<file path="config.mk">
export PLATFORM = sky130hd
export DESIGN_NAME = id_issue_ctrl
export DESIGN_NICKNAME = d
export VERILOG_FILES = /design/src/rtl/id_issue_ctrl.sv
export SDC_FILE = /design/constraint.sdc
export NUM_CORES = 1
export LEC_CHECK = 0
export BUFFER_PORTS_ARGS = -buffer_cell sky130_fd_sc_hd__buf_2
export CAP_MARGIN = 10
export CORE_UTILIZATION = 59
export CTS_CLUSTER_DIAMETER = 60
export DETAILED_ROUTE_END_ITERATION = 6
export HOLD_SLACK_MARGIN = 0.15
export PLACE_DENSITY = 0.89
export SYNTH_ARGS = -nofsm -noshare
export SYNTH_HDL_FRONTEND = slang
export SYNTH_SLANG_ARGS = --single-unit
</file>
<file path="constraint.sdc">
create_clock -name clk_i -period 10.5 [get_ports clk_i]
set_clock_uncertainty 0.05 [all_clocks]
set_input_delay 2.1 -clock clk_i [delete_from_list [all_inputs] [get_ports clk_i]]
set_output_delay 2.1 -clock clk_i [all_outputs]
set_load 0.03 [all_outputs]
</file>
<file path="src/rtl/id_issue_ctrl.sv">
// Decode-to-EX issue stage: one registered output entry plus a per-register in-flight writer scoreboard.
// Optional `ID_FORWARD_EN: read hazards reduce to load-use against the held entry (EX forwarding assumed).
module id_issue_ctrl #(
    parameter int ADDR_WIDTH = 5,
    parameter int PAYLOAD_W  = 128,
    parameter int CNT_W      = 2
) (
    input  logic                  clk_i,
    input  logic                  rst_ni,
    input  logic                  in_valid_i,
    output logic                  in_ready_o,
    input  logic [ADDR_WIDTH-1:0] in_rs1_i,
    input  logic [ADDR_WIDTH-1:0] in_rs2_i,
    input  logic                  in_use_rs1_i,
    input  logic                  in_use_rs2_i,
    input  logic [ADDR_WIDTH-1:0] in_rd_i,
    input  logic                  in_we_i,
    input  logic                  in_load_i,
    input  logic [PAYLOAD_W-1:0]  in_payload_i,
    output logic                  out_valid_o,
    input  logic                  out_ready_i,
    output logic [ADDR_WIDTH-1:0] out_rd_o,
    output logic                  out_we_o,
    output logic                  out_load_o,
    output logic [PAYLOAD_W-1:0]  out_payload_o,
    input  logic                  flush_i,
    input  logic                  wb_valid_i,
    input  logic [ADDR_WIDTH-1:0] wb_rd_i,
    output logic                  stall_o,
    output logic                  busy_o
);
    localparam int NREG = 2 ** ADDR_WIDTH;
    localparam logic [CNT_W-1:0] CNT_MAX = '1;

    logic [CNT_W-1:0]      cnt_q [NREG];
    logic [CNT_W-1:0]      cnt_d [NREG];
    logic                  out_valid_q, out_valid_d;
    logic [ADDR_WIDTH-1:0] out_rd_q, out_rd_d;
    logic                  out_we_q, out_we_d;
    logic                  out_load_q, out_load_d;
    logic [PAYLOAD_W-1:0]  out_payload_q, out_payload_d;

    logic read_hazard, sat_hazard, hazard, in_ready, accept, flush_undo, busy;

    // Net counter update: at most +1 and up to -2 per cycle, floored at zero.
    function automatic logic [CNT_W-1:0] cnt_next(input logic [CNT_W-1:0] cnt, input logic inc,
                                                  input logic dec_wb, input logic dec_fl);
        logic [CNT_W+1:0] up;
        logic [CNT_W+1:0] down;
        up   = {2'b00, cnt} + (CNT_W + 2)'(inc);
        down = (CNT_W + 2)'(dec_wb) + (CNT_W + 2)'(dec_fl);
        return (up > down) ? CNT_W'(up - down) : '0;
    endfunction

    // Blocks a writer whose counter could otherwise wrap.
    assign sat_hazard = in_we_i && (in_rd_i != '0) && (cnt_q[in_rd_i] == CNT_MAX);

`ifdef ID_FORWARD_EN
    assign read_hazard = out_valid_q && out_load_q && (out_rd_q != '0) &&
                         ((in_use_rs1_i && (in_rs1_i == out_rd_q)) ||
                          (in_use_rs2_i && (in_rs2_i == out_rd_q)));
`else
    assign read_hazard = (in_use_rs1_i && (in_rs1_i != '0) && (cnt_q[in_rs1_i] != '0)) ||
                         (in_use_rs2_i && (in_rs2_i != '0) && (cnt_q[in_rs2_i] != '0));
`endif

    assign hazard   = read_hazard || sat_hazard;
    assign in_ready = !hazard && !flush_i && (!out_valid_q || out_ready_i);
    assign accept   = in_valid_i && in_ready;

    // A flushed writer that EX never took will never write back, so its count is returned here.
    assign flush_undo = flush_i && out_valid_q && out_we_q && (out_rd_q != '0) && !out_ready_i;

    always_comb begin
        cnt_d[0] = '0;
        for (int i = 1; i < NREG; i++) begin
            cnt_d[i] = cnt_next(cnt_q[i],
                                accept && in_we_i && (in_rd_i == ADDR_WIDTH'(i)),
                                wb_valid_i && (wb_rd_i == ADDR_WIDTH'(i)),
                                flush_undo && (out_rd_q == ADDR_WIDTH'(i)));
        end
    end

    always_comb begin
        busy = 1'b0;
        for (int i = 1; i < NREG; i++) begin
            busy = busy || (cnt_q[i] != '0);
        end
    end

    always_comb begin
        out_valid_d   = out_valid_q;
        out_rd_d      = out_rd_q;
        out_we_d      = out_we_q;
        out_load_d    = out_load_q;
        out_payload_d = out_payload_q;
        if (accept) begin
            out_valid_d   = 1'b1;
            out_rd_d      = in_rd_i;
            out_we_d      = in_we_i;
            out_load_d    = in_load_i;
            out_payload_d = in_payload_i;
        end else if (out_ready_i || flush_i) begin
            out_valid_d = 1'b0;
        end
    end

    always_ff @(posedge clk_i or negedge rst_ni) begin
        if (!rst_ni) begin
            out_valid_q   <= 1'b0;
            out_rd_q      <= '0;
            out_we_q      <= 1'b0;
            out_load_q    <= 1'b0;
            out_payload_q <= '0;
            for (int i = 0; i < NREG; i++) begin
                cnt_q[i] <= '0;
            end
        end else begin
            out_valid_q   <= out_valid_d;
            out_rd_q      <= out_rd_d;
            out_we_q      <= out_we_d;
            out_load_q    <= out_load_d;
            out_payload_q <= out_payload_d;
            for (int i = 0; i < NREG; i++) begin
                cnt_q[i] <= cnt_d[i];
            end
        end
    end

    assign in_ready_o    = in_ready;
    assign out_valid_o   = out_valid_q;
    assign out_rd_o      = out_rd_q;
    assign out_we_o      = out_we_q;
    assign out_load_o    = out_load_q;
    assign out_payload_o = out_payload_q;
    assign stall_o       = in_valid_i && hazard;
    assign busy_o        = busy;
endmodule

</file>
==> flow_metrics.py, run 1 <==
metrics = {
    "setup_path": {
        "path_cells": "buf_2 > mux4_2 > a22oi_1 > and3_1 > a21oi_1 > a2111oi_4 > nand2_1 > nor3_1 > buf_2",
        "worstSetupPathType": "in -> out",
        "cp.arrival_ns": 4.63,
        "worstRegToRegCells": 9,
        "worst-path-stages": 9,
        "timing.rr.start": "cnt_q[33]",
        "start_kind": "primary input",
        "timing.critical_path.to_type": "primary output",
        "critical_path_peak_fanout": 22,
        "timing.critical_path.slowest_cell_delay_ns": 0.56,
        "critical-path-top-cell-by-count": "sky130_fd_sc_hd__buf_2",
        "critical_path.n_buffers_inverters": 2,
        "worst_reg2reg_path_endpoint": "out_payload_o[34]",
        "cpMaxStageDelayCell": "sky130_fd_sc_hd__mux4_2",
        "critical_path.top_delay_family": "compound AO/OA/AOI/OAI gates",
        "reg2reg_setup_slack_ns": 5.60,
        "required_worst_endpoint_ns": 8.35,
    },
    "yosys": {
        "area_share_of_the_largest_cell_type_after_synthesis_pct": 39.00,
        "synth_enable_flop_cells": 0,
        "per_instance_average_area_after_synthesis_um2": 11.21,
        "synth-seq-area-share_pct": 39.00,
        "yosys_most_used_dff": "sky130_fd_sc_hd__dfrtp_1",
        "synth_compound_area_share_pct": 5.072,
        "synth_top_family_by_area": "multiplexers",
        "yosys_warnings": 0,
        "synth.area.top_cells": "sky130_fd_sc_hd__dfrtp_1, sky130_fd_sc_hd__ha_1, sky130_fd_sc_hd__mux2_4",
        "yosys_register_bits": 198,
        "syn-instance-count": 1133,
        "synthAdderAreaFrac_pct": 17.10,
        "synthXorXnorAreaFrac_pct": 0,
        "synth.area.mux_share_pct": 19.00,
        "synthDistinctLibCells": 47,
        "synth_simple_gate_area_share_pct": 14.49,
        "syn-cell-area_mm2": 0.01270,
        "synth_largest_area_cell": "sky130_fd_sc_hd__dfrtp_1",
        "async_reset_ff_share_pct": 100.0,
        "synth.net_count": 1446,
    },
    "power": {
        "total_power_mw": 3.526,
        "cellLeakagePower_nw": 7.643,
        "power.share.switching_pct": 43.96,
        "vdd_ir_drop_max_mv": 0.1897,
        "combinational_share_of_power_pct": 44.6,
        "clockPowerShare_pct": 19.3,
        "power_switching_mw": 1.550,
        "power.internal_mw": 1.976,
        "p_seq_share_pct": 36.1,
        "power-per-cell-area_mw_per_mm2": 236.0,
    },
    "detailed_routing": {
        "vias": 10045,
        "detail_route.vias_per_cell": 5.902,
        "antenna_violating_nets_post_route": 0,
        "drtPass1Iterations": 6,
        "routed_wl_mm": 36.38,
        "detail_route.iter0.violations": 814,
        "routed_length_per_placed_instance_um": 21.37,
        "drcViolationCount": 0,
    },
    "clock_network": {
        "ctsLongestPathBuffers": 2,
        "cts.reportedPaths.clkPinSlew_ns": 0.07,
        "worstSkewPairLatency_ns": 0.45,
        "cts.root.buffer_cell": "sky130_fd_sc_hd__clkbuf_16",
        "clock_tree.htree_level_count": 4,
        "clock_sinks": 198,
        "post_cts.repair.setup_buffers": 0,
        "postCtsHoldBufs": 0,
        "clock_buffer_count_from_cts": 17,
        "cts_tree": "yes",
        "post_cts_resize_count": 0,
    },
    "placed_design": {
        "dpl.hpwl_mm": 28.04,
        "gp_routability_congestion": 1.038,
        "buffer_ports.inserted": 296,
    },
    "global_route": {
        "grt_use_total_pct": 33.38,
        "grt_pass1_vias": 10460,
        "grt_antenna_before_repair": 1,
        "grt_pass1_wl_mm": 55.83,
        "grt_remaining_overflow": 0,
        "grt_max_degree": 77,
    },
    "floorplan": {
        "initial_utilization_pct": 60.25,
        "core_region_area_mm2": 0.02109,
        "dieArea_mm2": 0.02212,
        "die_x_um": 148.7,
        "ioPinCount": 297,
        "die-height_um": 148.7,
        "fp-row-count": 53,
    },
    "sta": {
        "clock.fmax_ghz": 0.1476,
        "rsz0062_at_grt": "false",
        "final_hold_viol_count": 0,
        "period_needed_ns": 6.777,
        "fin_crit_sh_pct": 64.54,
        "drv_slew": 0,
        "tightestPinTransition_ns": 1.139,
        "tns_ns": 0,
        "setup_viol": 0,
        "timing.slew.headroom_pct": 24.03,
    },
    "min_path": {
        "worst_hold_path_type": "reg -> reg",
        "whs_endpoint": "out_payload_o[71]",
        "min_path_cells": 1,
        "holdCritStartpoint": "out_payload_o[71]",
    },
    "run_status": {
        "status": "complete, no violations",
    },
    "run": {
        "reported_max_cap_violation_count": 0,
    },
    "final_layout": {
        "share_of_cells_above_drive_strength_1_pct": 34.99,
        "area_growth_syn_to_layout_pct": 17.61,
        "layout.nets": 1726,
    },
}
metrics by stage:
| stage | hold slack [ns] | utilization [%] | area [um^2] | setup slack [ns] | instances |
|---|---|---|---|---|---|
| floorplan | 0.6259 | - | 12700 | 4.170 | 1133 |
| global placement | 0.4331 | 67.92 | 14320 | 3.763 | 1669 |
| detailed placement | 0.4367 | 67.92 | 14320 | 3.728 | 1669 |
| CTS | 0.4581 | 70.84 | 14940 | 3.716 | 1701 |
| global route | 0.4721 | 70.86 | 14940 | 3.568 | 1702 |
| finish | 0.4579 | 70.86 | 14940 | 3.723 | 1702 |
sequential cells by signal (all words and copies together), names as in the netlist:
name	cells
out_load_o	1
out_payload_o	128
out_rd_o	5
out_valid_o	1
out_we_o	1
cnt_q	62
power groups by stage:
stage | combinational (mW) | clock (mW) | sequential, mW
6_report | 1.57 | 0.681 | 1.27
5_1_grt | 1.66 | 0.722 | 1.30
4_1_cts | 1.57 | 0.689 | 1.26
3_5_place_dp | 1.56 | 0 | 1.27
3_3_place_gp | 1.52 | 0 | 1.26
2_1_floorplan | 0.644 | 0 | 1.65
worst register-to-register path, stage by stage, from the launching register on:
cell and delay [ns]:
sky130_fd_sc_hd__dfrtp_1 0.48, sky130_fd_sc_hd__nor2_1 0.15, sky130_fd_sc_hd__mux4_2 0.47, sky130_fd_sc_hd__nand3_1 0.09
sky130_fd_sc_hd__nor4bb_1 0.55, sky130_fd_sc_hd__a2111oi_4 0.17, sky130_fd_sc_hd__nand4_4 0.45, sky130_fd_sc_hd__buf_4 0.84
sky130_fd_sc_hd__buf_4 1.11, sky130_fd_sc_hd__mux2_2 0.43
final cells by class:
class                           count  area [um^2]
Antenna cell                        1        2.502
Clock buffer                       18        439.2
Clock inverter                     14        177.7
Fill cell                        1504         6146
Inverter                          113        424.2
Multi-Input combinational cell    783         7079
Sequential cell                   198         4955
Tap cell                          275        344.1
Timing Repair Buffer              300         1520
layout by cell type (no fill, tap or decap), types with 9 or more instances in the layout:
cell / n
sky130_fd_sc_hd__nand3b_1: 19
sky130_fd_sc_hd__nor2b_1: 9
sky130_fd_sc_hd__or3_1: 29
sky130_fd_sc_hd__mux4_2: 14
sky130_fd_sc_hd__nor4_1: 18
sky130_fd_sc_hd__nor3_1: 26
sky130_fd_sc_hd__mux2_2: 49
sky130_fd_sc_hd__ha_1: 124
sky130_fd_sc_hd__mux2_4: 97
sky130_fd_sc_hd__mux2i_1: 9
sky130_fd_sc_hd__buf_2: 295
sky130_fd_sc_hd__dfrtp_1: 198
sky130_fd_sc_hd__nand3_1: 24
sky130_fd_sc_hd__o21ai_0: 23
sky130_fd_sc_hd__nor2_1: 119
sky130_fd_sc_hd__nand2b_1: 42
sky130_fd_sc_hd__o211ai_1: 10
sky130_fd_sc_hd__inv_1: 112
sky130_fd_sc_hd__clkbuf_16: 17
sky130_fd_sc_hd__nand2_1: 32
sky130_fd_sc_hd__a21oi_1: 51
sky130_fd_sc_hd__fa_1: 31
routing by layer:
layer | GRT usage (%) | wire length (um) | vias up
li1 | - | - | 4483
met1 | 42.45 | 14240 | 4893
met2 | 53.64 | 17420 | 530
met3 | 7.676 | 2936 | 139
met4 | 16.73 | 1789 | 0
met5 | 0 | 0 | -
cell families (layout without fill, tap and decap cells):
group                    after synthesis  after routing
other                                  0              1
flip-flops                           198            198
adder cells (fa/ha/maj)              155            155
AND/OR/NAND/NOR                      352            352
multiplexers                         169            169
AO/OA/AOI/OAI                        107            107
buffers and inverters                152            445
synthesized netlist by cell type (4+ instances only):
| cell type | count |
|---|---|
| sky130_fd_sc_hd__a21oi_1 | 51 |
| sky130_fd_sc_hd__a22oi_1 | 7 |
| sky130_fd_sc_hd__and2_1 | 6 |
| sky130_fd_sc_hd__buf_2 | 9 |
| sky130_fd_sc_hd__buf_6 | 12 |
| sky130_fd_sc_hd__clkbuf_1 | 16 |
| sky130_fd_sc_hd__dfrtp_1 | 198 |
| sky130_fd_sc_hd__fa_1 | 31 |
| sky130_fd_sc_hd__ha_1 | 124 |
| sky130_fd_sc_hd__inv_1 | 112 |
| sky130_fd_sc_hd__mux2_2 | 49 |
| sky130_fd_sc_hd__mux2_4 | 97 |
| sky130_fd_sc_hd__mux2i_1 | 9 |
| sky130_fd_sc_hd__mux4_2 | 14 |
| sky130_fd_sc_hd__nand2_1 | 32 |
| sky130_fd_sc_hd__nand2b_1 | 42 |
| sky130_fd_sc_hd__nand3_1 | 24 |
| sky130_fd_sc_hd__nand3b_1 | 19 |
| sky130_fd_sc_hd__nand4_1 | 8 |
| sky130_fd_sc_hd__nor2_1 | 119 |
| sky130_fd_sc_hd__nor2b_1 | 9 |
| sky130_fd_sc_hd__nor3_1 | 26 |
| sky130_fd_sc_hd__nor4_1 | 18 |
| sky130_fd_sc_hd__nor4b_1 | 4 |
| sky130_fd_sc_hd__o211ai_1 | 10 |
| sky130_fd_sc_hd__o21ai_0 | 23 |
| sky130_fd_sc_hd__or3_1 | 29 |
how the worst max path moves through the flow:
stage	from	slack [ns]	to
2_1_floorplan	in_rd_i[0]	4.17	in_ready_o
3_3_place_gp	in_rd_i[1]	3.76	in_ready_o
3_5_place_dp	in_rd_i[1]	3.73	in_ready_o
4_1_cts	in_rd_i[1]	3.72	in_ready_o
5_1_grt	in_rd_i[1]	3.57	in_ready_o
6_report	in_rd_i[0]	3.72	in_ready_o
No activity file was read; power rests on OpenSTA's default activity.
==> run 2, diff against run 1 <==
- CORE_UTILIZATION: 59 -> 50
- PLACE_DENSITY: 0.89 -> 0.81
- clock period: 10.5 -> 5.6 ns (I/O delays scaled with it)
==> flow_metrics.py, run 2 (synthesis gave the netlist of run 1 again) <==
metrics = {
    "detailed_routing": {
        "detail_route.vias_per_cell": 5.693,
        "detail_route.iter0.violations": 869,
        "antenna_violating_nets_post_route": 0,
        "routed_length_per_placed_instance_um": 19.92,
        "routed_wl_mm": 34.97,
        "drcViolationCount": 0,
        "drtPass1Iterations": 6,
        "vias": 9991,
    },
    "power": {
        "cellLeakagePower_nw": 7.676,
        "vdd_ir_drop_max_mv": 0.3163,
        "power-per-cell-area_mw_per_mm2": 436.4,
    },
    "final_layout": {
        "most_frequent_cells_in_the_layout": "sky130_fd_sc_hd__buf_2, sky130_fd_sc_hd__dfrtp_1, sky130_fd_sc_hd__ha_1, sky130_fd_sc_hd__nor2_1, sky130_fd_sc_hd__inv_1",
        "layout.nets": 1731,
        "postLayoutCellArea_mm2": 0.01506,
        "share_of_cells_above_drive_strength_1_pct": 35.22,
        "largest_register_ffs": 128,
        "mostFrequentLayoutCell": "sky130_fd_sc_hd__buf_2",
        "area_growth_syn_to_layout_pct": 18.53,
        "n_antenna_cell": 0,
    },
    "sta": {
        "clock.fmax_ghz": 0.2034,
        "final_hold_viol_count": 0,
        "fin_crit_sh_pct": 87.78,
        "period_needed_ns": 4.915,
        "tns_ns": 0,
        "timing.slew.headroom_pct": 39.89,
        "tightestPinTransition_ns": 0.9017,
        "setup_viol": 0,
        "drv_slew": 0,
        "rsz0062_at_grt": "false",
    },
    "setup_path": {
        "cpMaxStageDelayCell": "sky130_fd_sc_hd__buf_4",
        "required_worst_endpoint_ns": 5.88,
        "start_kind": "primary input",
        "timing.rr.start": "cnt_q[55]",
        "critical-path-top-cell-by-count": "sky130_fd_sc_hd__buf_4",
        "path_cells": "buf_2 > clkinv_1 > mux4_2 > and3_1 > nor4b_1 > a41oi_1 > nand4_4 > buf_4 > buf_4 > buf_4 > mux2_2",
        "worstSetupPathType": "in -> reg",
        "timing.critical_path.to_type": "flop",
        "timing.critical_path.slowest_cell_delay_ns": 0.68,
        "critical_path_peak_fanout": 41,
        "cp.arrival_ns": 5.20,
        "crit_start": "in_rs1_i[1]",
    },
    "global_route": {
        "grt_antenna_before_repair": 0,
        "globalRouteMet3Util_pct": 7.036,
        "grt_remaining_overflow": 0,
        "top_usage_layer": "met2",
        "met1_usage_pct": 34.48,
        "grt_pass1_wl_mm": 55.32,
        "grt_pass1_vias": 10490,
        "grt_use_total_pct": 27.43,
        "global_route.usage.met2_pct": 45.16,
        "grt_max_degree": 102,
    },
    "min_path": {
        "holdCritStartpoint": "out_payload_o[29]",
        "worst_hold_path_type": "reg -> reg",
    },
    "floorplan": {
        "fp-row-count": 57,
        "core_region_area_mm2": 0.02460,
        "dieArea_mm2": 0.02605,
        "initial_utilization_pct": 51.63,
        "die_x_um": 161.4,
        "ioPinCount": 297,
        "die-height_um": 161.4,
    },
    "placed_design": {
        "buffer_ports.inserted": 296,
        "post_dp_cell_area_mm2": 0.01443,
        "gp_routability_congestion": 0.9844,
        "dpl.hpwl_mm": 27.09,
    },
    "clock_network": {
        "clock_buffer_count_from_cts": 17,
        "worstSkewPairLatency_ns": 0.44,
        "clock_tree.htree_level_count": 4,
        "ctsLongestPathBuffers": 2,
        "cts.reportedPaths.clkPinSlew_ns": 0.09,
        "post_cts.repair.setup_buffers": 0,
        "post_cts_resize_count": 0,
        "postCtsHoldBufs": 0,
        "clock_sinks": 198,
        "cts.root.buffer_cell": "sky130_fd_sc_hd__clkbuf_16",
        "cts_tree": "yes",
    },
    "run_status": {
        "status": "complete, no violations",
    },
    "run": {
        "reported_max_cap_violation_count": 0,
    },
}
## run 2: cell count changes in the layout (fill, tap and decap cells not counted), sizes merged
cell,before,now
diode,1,0
clkinv,9,5
buf,299,304
inv,118,122
## run 2: per-layer routing
layer,vias up,share of wire (%)
li1,4484,-
met1,4895,39
met2,522,49
met3,90,9.1
met4,0,3.4
met5,-,0
## run 2: layout make-up
type                    count  area, um^2
repair buffers            305        1570
inverters                 113       424.2
well taps                 324       405.4
flip-flops and latches    198        4955
multi-input cells         783        7079
clock buffers              18       439.2
fillers                  1955        9545
clock inverters            14       186.4
## run 2: metrics by stage
stage          setup WS (ns)  std cells  hold WS (ns)  util (%)  power [mW]
3_5_place_dp          0.3275       1723        0.4364     58.66       5.249
4_1_cts               0.8001       1755        0.4598     61.21       6.581
2_1_floorplan          1.120       1133        0.6259         -       4.309
5_1_grt               0.5157       1755        0.4746     61.21       6.870
6_report              0.6845       1755        0.4585     61.21       6.573
3_3_place_gp          0.4285       1723        0.4335     58.66       5.180
## run 2: worst paths after layout
| path | to | slack, ns | depth (start not counted) |
|---|---|---|---|
| setup / recovery | out_payload_o[37] | 0.68 | 11 |
| hold / removal | out_payload_o[29] | 0.46 | 1 |
| setup reg to reg | cnt_q[48] | 1.08 | 13 |
| hold reg to reg | out_payload_o[29] | 0.46 | 1 |
| max in group asynchronous | out_payload_o[93] | 3.72 | 2 |
| min in group asynchronous | out_payload_o[57] | 0.70 | 1 |
## run 2: report_power, final
| part | internal, mW | leakage [nW] | switching [mW] | total [mW] |
|---|---|---|---|---|
| clock network | 0.633 | 0.305 | 0.676 | 1.31 |
| registers | 1.95 | 2.41 | 0.423 | 2.37 |
| logic | 1.13 | 4.96 | 1.76 | 2.89 |
| total | 3.71 | 7.68 | 2.86 | 6.57 |
## run 2: worst max-delay path: cells and delay by family
family,cells,cell delay (ns)
buffers and inverters,5,1.81
muxes,2,0.94
AOI/OAI and AO/OA,1,0.19
and+or+nand+nor,3,1.06
==> run 3, diff against run 2 <==
==> constraint.sdc (replaced) <==
create_clock -name clk_i -period 5.6 [get_ports clk_i]
set_clock_uncertainty 0.05 [all_clocks]
set_input_delay 0.56 -clock clk_i [delete_from_list [all_inputs] [get_ports clk_i]]
set_output_delay 0.56 -clock clk_i [all_outputs]
set_load 0.03 [all_outputs]
==> flow_metrics.py, run 3 (synthesis gave the netlist of run 1 again) <==
metrics = {
    "sta": {
        "tightestPinTransition_ns": 1.092,
        "period_needed_ns": 4.656,
        "setup_viol": 0,
        "fin_crit_sh_pct": 83.14,
        "tns_ns": 0,
        "clock.fmax_ghz": 0.2148,
        "final_hold_viol_count": 0,
        "drv_slew": 0,
        "rsz0062_at_grt": "false",
        "timing.slew.headroom_pct": 27.19,
    },
    "final_layout": {
        "n_antenna_cell": 0,
        "layoutNonFillerInstCount": 1753,
        "area_growth_syn_to_layout_pct": 18.45,
        "share_of_cells_above_drive_strength_1_pct": 35.06,
        "layout.nets": 1729,
        "largest_register_ffs": 128,
        "most_frequent_cells_in_the_layout": "sky130_fd_sc_hd__buf_2, sky130_fd_sc_hd__dfrtp_1, sky130_fd_sc_hd__ha_1, sky130_fd_sc_hd__nor2_1, sky130_fd_sc_hd__inv_1",
        "postLayoutCellArea_mm2": 0.01505,
        "mostFrequentLayoutCell": "sky130_fd_sc_hd__buf_2",
    },
    "detailed_routing": {
        "routed_wl_mm": 35.27,
        "antenna_violating_nets_post_route": 0,
        "vias": 10032,
        "detail_route.vias_per_cell": 5.723,
        "drcViolationCount": 0,
        "detail_route.iter0.violations": 968,
        "routed_length_per_placed_instance_um": 20.12,
        "drtPass1Iterations": 6,
    },
    "power": {
        "cellLeakagePower_nw": 7.664,
        "vdd_ir_drop_max_mv": 0.3643,
        "power-per-cell-area_mw_per_mm2": 437.2,
        "power.share.switching_pct": 43.57,
        "combinational_share_of_power_pct": 44.1,
        "power_switching_mw": 2.866,
        "p_seq_share_pct": 36.0,
        "power.internal_mw": 3.712,
        "clockPowerShare_pct": 19.9,
    },
    "placed_design": {
        "numPlacedInstances": 1720,
        "post_dp_cell_area_mm2": 0.01441,
        "buffer_ports.inserted": 296,
        "gp_routability_congestion": 0.9590,
        "dpl.hpwl_mm": 27.12,
    },
    "global_route": {
        "grt_max_degree": 178,
        "grt_use_total_pct": 27.53,
        "grt_remaining_overflow": 0,
        "grt_pass1_vias": 10437,
        "grt_antenna_before_repair": 0,
        "grt_pass1_wl_mm": 55.16,
    },
    "clock_network": {
        "ctsLongestPathBuffers": 2,
        "cts.reportedPaths.clkPinSlew_ns": 0.10,
        "clock_sinks": 198,
        "clock_buffer_count_from_cts": 17,
        "post_cts.repair.setup_buffers": 0,
        "cts.root.buffer_cell": "sky130_fd_sc_hd__clkbuf_16",
        "clock_tree.htree_level_count": 4,
        "cts_tree": "yes",
        "post_cts_resize_count": 0,
        "worstSkewPairLatency_ns": 0.44,
        "postCtsHoldBufs": 1,
    },
    "min_path": {
        "worst_hold_path_type": "in -> reg",
    },
    "setup_path": {
        "worst_reg2reg_path_endpoint": "cnt_q[44]",
        "critical_path.n_buffers_inverters": 2,
        "start_kind": "flop",
        "crit_path_end": "cnt_q[44]",
        "cp.arrival_ns": 4.95,
        "worstRegToRegCells": 13,
        "worst-path-stages": 13,
        "reg2reg_setup_slack_ns": 0.94,
        "crit_start": "cnt_q[55]",
        "timing.critical_path.slowest_cell_delay_ns": 0.54,
        "critical_path_peak_fanout": 32,
        "path_cells": "nor2_1 > o21ai_0 > a2111oi_0 > nor4bb_1 > a2111oi_4 > nand4_4 > buf_4 > nor4_1 > ha_1 > inv_1 > fa_1 > or3_1 > a21oi_1",
        "cpMaxStageDelayCell": "sky130_fd_sc_hd__nand4_4",
        "critical_path.top_delay_family": "simple AND/OR/NAND/NOR gates",
        "timing.rr.start": "cnt_q[55]",
        "required_worst_endpoint_ns": 5.90,
        "timing.critical_path.to_type": "flop",
        "worstSetupPathType": "reg -> reg",
    },
    "floorplan": {
        "dieArea_mm2": 0.02605,
        "die-height_um": 161.4,
        "fp-row-count": 57,
        "core_region_area_mm2": 0.02460,
        "ioPinCount": 297,
        "die_x_um": 161.4,
        "initial_utilization_pct": 51.63,
    },
    "run_status": {
        "status": "complete, no violations",
    },
    "run": {
        "reported_max_cap_violation_count": 0,
    },
}
[run 3: worst min-delay path by stage]
| stage | from | to | slack, ns | cells past startpoint |
|---|---|---|---|---|
| 2_1_floorplan | rst_ni | cnt_q[0] | 0.21 | 0 |
| 3_3_place_gp | rst_ni | out_payload_o[57] | 0.39 | 1 |
| 3_5_place_dp | rst_ni | out_payload_o[57] | 0.39 | 1 |
| 4_1_cts | in_payload_i[60] | out_payload_o[60] | 0.27 | 2 |
| 5_1_grt | in_payload_i[37] | out_payload_o[37] | 0.27 | 2 |
| 6_report | in_payload_i[60] | out_payload_o[60] | 0.28 | 2 |
[run 3: metrics by stage]
stage | hold WS [ns] | setup slack, ns | util [%] | power [mW]
2_1_floorplan | 0.2144 | 1.680 | - | 4.309
3_3_place_gp | 0.3861 | 0.7968 | 58.57 | 5.167
3_5_place_dp | 0.3876 | 0.6286 | 58.57 | 5.249
4_1_cts | 0.2672 | 1.091 | 61.16 | 6.582
5_1_grt | 0.2677 | 0.7196 | 61.16 | 6.875
6_report | 0.2798 | 0.9440 | 61.16 | 6.578
[run 3: layout make-up]
class	instances	area, um^2
clock buffers	18	439.2
clock inverters	14	187.7
fillers	1994	9557
inverters	113	424.2
multi-input cells	783	7079
flip-flops and latches	198	4955
well taps	324	405.4
repair buffers	303	1558
[run 3: routing by layer]
metal  GRT usage, %  vias to the layer above  part of all wire [%]  wire, um
li1               -                     4479                     -         -
met1          34.67                     4930                    38     13470
met2          46.14                      536                    49     17320
met3          6.985                       87                   9.5      3346
met4          9.177                        0                   3.2      1136
met5              0                        -                     0         0
[run 3: power groups by stage]
stage	clock network (mW)	logic, mW	registers [mW]
final	1.31	2.90	2.37
after global routing	1.39	3.05	2.43
after CTS	1.33	2.89	2.36
after detailed placement	0	2.89	2.36
after global placement	0	2.82	2.35
after floorplan	0	1.21	3.10
